[src/rtl/layer_scan_ctl.sv]
// Frame scan-out sequencer: walks the layer-RAM LED addresses, feeds the WS2812 encoders, then times the reset gap.
// Define LAYER_SCAN_DBUF_EN to enable double-buffered bank swapping at every frame start.
module layer_scan_ctl #(
  parameter int unsigned LED_NUM    = 64,
  parameter logic [15:0] RST_CYCLES = 16'd24000
) (
  input  logic       clk_in,
  input  logic       rst_n_in,
  input  logic       frame_rdy_in,
  output logic       rd_en_out,
  output logic [5:0] rd_addr_out,
  output logic       rd_bank_out,
  output logic       wr_bank_out,
  output logic       data_vld_out,
  input  logic       data_rdy_in,
  output logic       busy_out,
  output logic       frame_done_out,
  output logic [7:0] drop_cnt_out
);

  typedef enum logic [2:0] {
    S_IDLE,
    S_READ,
    S_WAIT,
    S_SEND,
    S_GAP
  } state_t;

  localparam logic [5:0] LAST_ADDR = 6'(LED_NUM - 1);

`ifdef LAYER_SCAN_DBUF_EN
  localparam logic RD_BANK_RST = 1'b1;
`else
  localparam logic RD_BANK_RST = 1'b0;
`endif

  state_t      state_q, state_d;
  logic        pending_q, pending_d;
  logic [5:0]  addr_q, addr_d;
  logic [15:0] gap_q, gap_d;
  logic [7:0]  drop_q, drop_d;
  logic        rdBank_q, rdBank_d;
  logic        wrBank_q, wrBank_d;
  logic        rdEn_q, rdEn_d;
  logic        vld_q, vld_d;
  logic        busy_q, busy_d;
  logic        done_q, done_d;

  always_ff @(posedge clk_in or negedge rst_n_in) begin
    if (!rst_n_in) begin
      state_q   <= S_IDLE;
      pending_q <= 1'b0;
      addr_q    <= 6'd0;
      gap_q     <= 16'd0;
      drop_q    <= 8'd0;
      rdBank_q  <= RD_BANK_RST;
      wrBank_q  <= 1'b0;
      rdEn_q    <= 1'b0;
      vld_q     <= 1'b0;
      busy_q    <= 1'b0;
      done_q    <= 1'b0;
    end else begin
      state_q   <= state_d;
      pending_q <= pending_d;
      addr_q    <= addr_d;
      gap_q     <= gap_d;
      drop_q    <= drop_d;
      rdBank_q  <= rdBank_d;
      wrBank_q  <= wrBank_d;
      rdEn_q    <= rdEn_d;
      vld_q     <= vld_d;
      busy_q    <= busy_d;
      done_q    <= done_d;
    end
  end

  always_comb begin
    state_d   = state_q;
    pending_d = pending_q;
    addr_d    = addr_q;
    gap_d     = gap_q;
    drop_d    = drop_q;
    rdBank_d  = rdBank_q;
    wrBank_d  = wrBank_q;
    done_d    = 1'b0;

    case (state_q)
      S_IDLE: begin
        if (frame_rdy_in || pending_q) begin
          state_d   = S_READ;
          pending_d = 1'b0;
          addr_d    = 6'd0;
`ifdef LAYER_SCAN_DBUF_EN
          rdBank_d  = wrBank_q;
          wrBank_d  = ~wrBank_q;
`endif
        end
      end
      S_READ: state_d = S_WAIT;
      S_WAIT: state_d = S_SEND;
      S_SEND: begin
        if (vld_q && data_rdy_in) begin
          if (addr_q == LAST_ADDR) begin
            state_d = S_GAP;
            gap_d   = RST_CYCLES - 16'd1;
          end else begin
            state_d = S_READ;
            addr_d  = addr_q + 6'd1;
          end
        end
      end
      S_GAP: begin
        if (gap_q == 16'd0) begin
          state_d = S_IDLE;
          done_d  = 1'b1;
        end else begin
          gap_d = gap_q - 16'd1;
        end
      end
      default: state_d = S_IDLE;
    endcase

    // A frame arriving mid-scan is remembered once; further ones are coalesced and counted.
    if (frame_rdy_in && (state_q != S_IDLE)) begin
      if (!pending_q) begin
        pending_d = 1'b1;
      end else if (drop_q != 8'hFF) begin
        drop_d = drop_q + 8'd1;
      end
    end

    rdEn_d = (state_d == S_READ);
    vld_d  = (state_d == S_SEND);
    busy_d = (state_d != S_IDLE) || done_d;
  end

  assign rd_en_out      = rdEn_q;
  assign rd_addr_out    = addr_q;
  assign rd_bank_out    = rdBank_q;
  assign wr_bank_out    = wrBank_q;
  assign data_vld_out   = vld_q;
  assign busy_out       = busy_q;
  assign frame_done_out = done_q;
  assign drop_cnt_out   = drop_q;

endmodule

[config.mk]
export PLATFORM = sky130hd
export DESIGN_NAME = layer_scan_ctl
export DESIGN_NICKNAME = d
export VERILOG_FILES = /design/src/rtl/layer_scan_ctl.sv
export SDC_FILE = /design/constraint.sdc
export NUM_CORES = 1
export LEC_CHECK = 0
export CAP_MARGIN = 20
export CORE_MARGIN = 2
export CORE_UTILIZATION = 55
export DETAILED_ROUTE_END_ITERATION = 10
export PLACE_DENSITY_LB_ADDON = 0.05
export SYNTH_ARGS = -nofsm -noshare
export SYNTH_HDL_FRONTEND = slang
export SYNTH_SLANG_ARGS = --single-unit
[constraint.sdc]
create_clock -name clk_in -period 4.4 [get_ports clk_in]
set_input_delay 0.44 -clock clk_in [delete_from_list [all_inputs] [get_ports clk_in]]
set_output_delay 0.44 -clock clk_in [all_outputs]
set_load 0.01 [all_outputs]
# Yosys cells after proc, flatten, opt, wreduce, memory -nomap -nowiden

Cells that the tools add are included.

$add $sub $neg: 3
Eq/ne operators: 13
Multiplexer cells: 19
Reductions and logical operators: 13

Operators with widths:

| operator                | number |
|---|---|
| $mux W16                | 3 |
| $pmux W16 S2            | 1 |
| $mux W6                 | 3 |
| $logic_not A16 Y1       | 1 |
| $sub A16 B1 Y16 const B | 1 |
| $pmux W3 S5             | 1 |
| $mux W3                 | 4 |
| $pmux W6 S2             | 1 |
| $ne A2 B2 Y1 const B    | 5 |
| $eq A3 B2 Y1 const B    | 3 |
| $add A8 B1 Y8 const B   | 1 |
| $ne A8 B8 Y1 const B    | 1 |
| $reduce_and A4 Y1       | 2 |
| $add A6 B1 Y6 const B   | 1 |
| $eq A3 B1 Y1 const B    | 2 |
| $eq A6 B6 Y1 const B    | 1 |
| $mux W1                 | 6 |
| $reduce_bool A3 Y1      | 2 |
| $reduce_bool A2 Y1      | 2 |
| $eq A3 B3 Y1 const B    | 1 |
| $logic_not A3 Y1        | 1 |
| $reduce_and A3 Y1       | 1 |
| $logic_and A1 B1 Y1     | 2 |
| $logic_or A1 B1 Y1      | 2 |

Bits in registers: 38
Input bits: 4
Output and inout bits: 20
Logic and storage cells: 57

# Logic depth before layout (Yosys ltp)

Depth after elaboration: 6
Gate-level depth with buffers: 7
Mapped depth without buffers: 6

# Worst setup path before layout

OpenSTA, ideal clock, no wires.

Path kind: flip-flop to flip-flop
Start point: register gap_q[0]
End point: register gap_q[15]
Library setup time: 0.119 ns
Arrival time: 1.625 ns
Required time: 4.281 ns
Path slack: 2.656 ns
Cell stages (with the launch flop): 8
Path buffers: 1
Period minus slack after synthesis: 1.744 ns
Path through: dfrtp_1 -> inv_1 -> ha_1 -> nor3b_2 -> and4_1 -> buf_4 -> o31a_2 -> o21a_1

Word-level cells in the longest chain between the ends: 3
Elaborated cells on any way between the ends: 6
Classes of those cells: add/sub: 1; eq/ne: 1; mux: 2; reduce/logical: 2

Ends and longest elaborated chain:

| element                                                     | RTL line | source |
|---|---|---|
| start: declaration                                          | 40       | `logic [15:0] gap_q, gap_d;` |
| start signal: assignment                                    | 66       | `gap_q <= gap_d;` |
| $sub A16 B1 Y16 / $logic_not A16 Y1 (equally long branches) | 117, 113 |  |
| $mux W16 / $ne A2 B2 Y1 (equally long branches)             | --       |  |
| $pmux W16 S2 / $reduce_and A4 Y1 (equally long branches)    | --       |  |

Parallel ways exist; a longest one is shown, timed or not. The select of a mux whose other input is x is not followed.
A chain may end at the register's enable or synchronous reset.

# Final worst setup path

Start point: register gap_q[0]
End point: register gap_q[12]

The elaborated chain is that of the path after synthesis.

==> flow_summary_export.csv <==
group,metric,value,unit
outcome,status,"finished, final reports clean",
global_routing,grt_pass1_vias,1543,
synthesis,synth_top_area_share,47.7,%
power_and_ir_drop,p_leak,0.000920,uW
sta,post-route-min-period,2.04,ns
floorplanning,die_y,64.2,um
floorplanning,num_rows,21,
sta,post-route-period-util,46.4,%
placement,dpl_cell_area,2230,um2
cts,clkSlewWorstSetupHoldPaths,0.11,ns
sta,worst_slew_pin_slew,0.829,ns
sta,clock_skew,0.00816,ns
global_routing,grt_use_total,21.0,%
synthesis,ys_seq_area_share,47.7,%
sta,final_max_slew_viol_count,0,
placement,gp_congestion,0.797,
global_routing,overflow,0,
synthesis,synth_edf_count,0,
floorplanning,ios,24,
placement,placed_cells,260,
cts,h-tree-depth,2,
cts,cts_buffers,5,
layout,final_cell_mix,"dfrtp_1 (38), clkdlybuf4s50_1 (20), nand3_1 (15)",
synthesis,synth-compound-area-share,13.2,%
placement,port_buffers,21,
layout,multiInputGateArea,987,um2
power_and_ir_drop,p_switching,348,uW
hold_path,hold_class,"in2async",
sta,finalHoldViolCount,0,
floorplanning,design.core.area,3420,um2
critical_path,worst-endpoint-required,4.66,ns
cts,postCtsResizedCells,0,
sta,max_freq,490,MHz
synthesis,synth_area_leaders,"dfrtp_1 (48%), nand3_1 (3.8%), or4_1 (2.6%)",
critical_path,cp.arrival,2.30,ns
power_and_ir_drop,internal_power,685,uW
layout,area_growth,16.1,%
critical_path,crit_type,"reg2reg",
cts,cts-root-buf,"clkbuf_4",
synthesis,synthAdderAreaFrac,1.88,%
synthesis,synth_xor_area_share,3.08,%
global_routing,antenna_found_initial,0,
cts,clock_latency,0.34,ns
synthesis,synth_top_family_by_area,"simple AND/OR/NAND/NOR gates",
power_and_ir_drop,vdd_drop_max,0.000353,V
routing,ant_nets,0,
critical_path,worstSetupStartpointType,"register",
synthesis,synth_top_flop_cell,"dfrtp_1",
synthesis,syn_area_per_cell,10.2,um2
synthesis,async_flop_share,100,%
routing,drt-pass1-iter-count,5,
power_and_ir_drop,p_comb_share,29.1,%
synthesis,synth_cell_types,52,
synthesis,synthCells,196,
layout,seqCellArea,951,um2
layout,final_cells,268,
power_and_ir_drop,seq_power_share,47.9,%
layout,n_antenna_cell,0,
synthesis,syn_area,1990,um2
sta,fin_setup_tns,0,ns
job,maxCapViolCount,0,
cts,clock-sinks,38,
cts,hold_buffers,0,
layout,final_cell_area,2310,um2
synthesis,muxShareOfSynthArea,3.08,%
cts,post_cts_buffers,0,
layout,fin_nets,228,
power_and_ir_drop,swShare,33.7,%
sta,setup_viol,0,
synthesis,synth_simple_gate_area_share,28.0,%
critical_path,startpoint,"gap_q[0]$_DFFE_PN0P_",
critical_path,crit_path_max_fanout,6,
layout,final_core_util,67.7,%
layout,n_fill_cell,288,
synthesis,synth-seq-cells,38,
layout,drive_gt1_share,10.4,%
floorplanning,chipWidth,64.2,um
power_and_ir_drop,pwr_density_cell,447,nW/um2
layout,layout_commonest_cell,"dfrtp_1",
sta,maxSlewHeadroom,44.7,%
cts,cts_tree,"done",
synthesis,yosysWarnings,0,
routing,viasPerCell,6.07,
routing,wl_per_cell,14.9,um
routing,drcViolationCount,0,
routing,drt-total-wl,4000,um
sta,holdWs,0.188,ns
sta,rsz0062_at_grt,"false",
critical_path,worstReg2RegStart,"gap_q[0]$_DFFE_PN0P_",
placement,dpl.hpwl,2840,um
floorplanning,initial_utilization,58.3,%
global_routing,grt_first_pass_wirelength,6820,um
critical_path,crit_path_end_kind,"register",
global_routing,grt_max_degree,39,
cts,clk_path_buf_depth,2,
routing,via_count,1626,
routing,drtIter0Drc,172,
synthesis,yosys.area.top_type,"dfrtp_1",
power_and_ir_drop,pwr-share-clk,23.0,%
floorplanning,die_area,4120,um2
## power by group through the flow
stage	Combinational [uW]	Sequential, uW	Clock [uW]
3_3_place_gp	293	495	0
4_1_cts	304	494	244
5_1_grt	333	508	261
3_5_place_dp	301	499	0
6_report	301	495	238
2_1_floorplan	148	504	0
## sequential cells by signal (all words and copies together), names as in the netlist
| name | cells |
|---|---|
| busy_out | 1 |
| frame_done_out | 1 |
| drop_cnt_out | 8 |
| rd_addr_out | 6 |
| rd_en_out | 1 |
| pending_q | 1 |
| gap_q | 16 |
| data_vld_out | 1 |
| state_q | 3 |
## cell families (layout without fill, tap and decap cells)
family          count (synthesis)  in the layout
simple gates                   91             91
compound gates                 38             38
flops                          38             38
buf+inv                        12             37
xor+xnor                        7              7
mux                             6              6
fa+ha+maj                       3              3
other cells                     1              2
## Yosys cell counts, types with 3 or more instances
master,n
dfrtp_1,38
nand3_1,15
nor2_1,13
nand2_1,12
inv_1,8
nor3_1,8
o21ai_0,8
or4_1,7
nand4_1,6
xor2_1,6
a211oi_1,5
a21oi_1,5
mux2i_1,5
o31ai_1,5
nor4_1,4
buf_4,3
ha_1,3
nand3b_1,3
## worst max-delay path, cell delays in order, from the launching register on
cell and delay (ns):
dfrtp_1 0.45, inv_1 0.08, ha_1 0.17, nor3b_2 0.35, nand4_1 0.30, or4_1 0.50, nand3_1 0.12
## layer usage
metal,up-vias,track usage [%],share of wire (%)
li1,791,-,-
met1,780,28.1,46
met2,48,33.6,48
met3,7,4.40,4.2
met4,0,8.24,1.4
met5,-,0,0
## stage by stage
step | power, uW | setup slack [ns]
2_1_floorplan | 651 | 2.66
3_3_place_gp | 788 | 2.44
3_5_place_dp | 800 | 2.38
4_1_cts | 1040 | 2.44
5_1_grt | 1100 | 2.29
6_report | 1030 | 2.36
## final timing paths
| kind | end | slack [ns] | cells after the start |
|---|---|---|---|
| setup / recovery | gap_q[12]$_DFFE_PN0P_ | 2.36 | 6 |
| setup reg to reg | gap_q[12]$_DFFE_PN0P_ | 2.36 | 6 |
| hold / removal | frame_done_out$_DFF_PN0_ | 0.19 | 1 |
| min in group clk_in | drop_cnt_out[6]$_DFFE_PN0P_ | 0.51 | 1 |
| hold reg to reg | drop_cnt_out[6]$_DFFE_PN0P_ | 0.51 | 1 |
| max in group asynchronous | gap_q[3]$_DFFE_PN0P_ | 3.69 | 1 |
## cell type report
class / instances / share of cell area, %
flip-flops and latches: 38 / 41.1
clock inverters: 3 / 1.95
repair buffers: 21 / 8.87
multi-input cells: 147 / 42.7
inverters: 8 / 1.30
clock buffers: 5 / 1.62
well taps: 46 / 2.49
No activity file was read; power rests on OpenSTA's default activity.
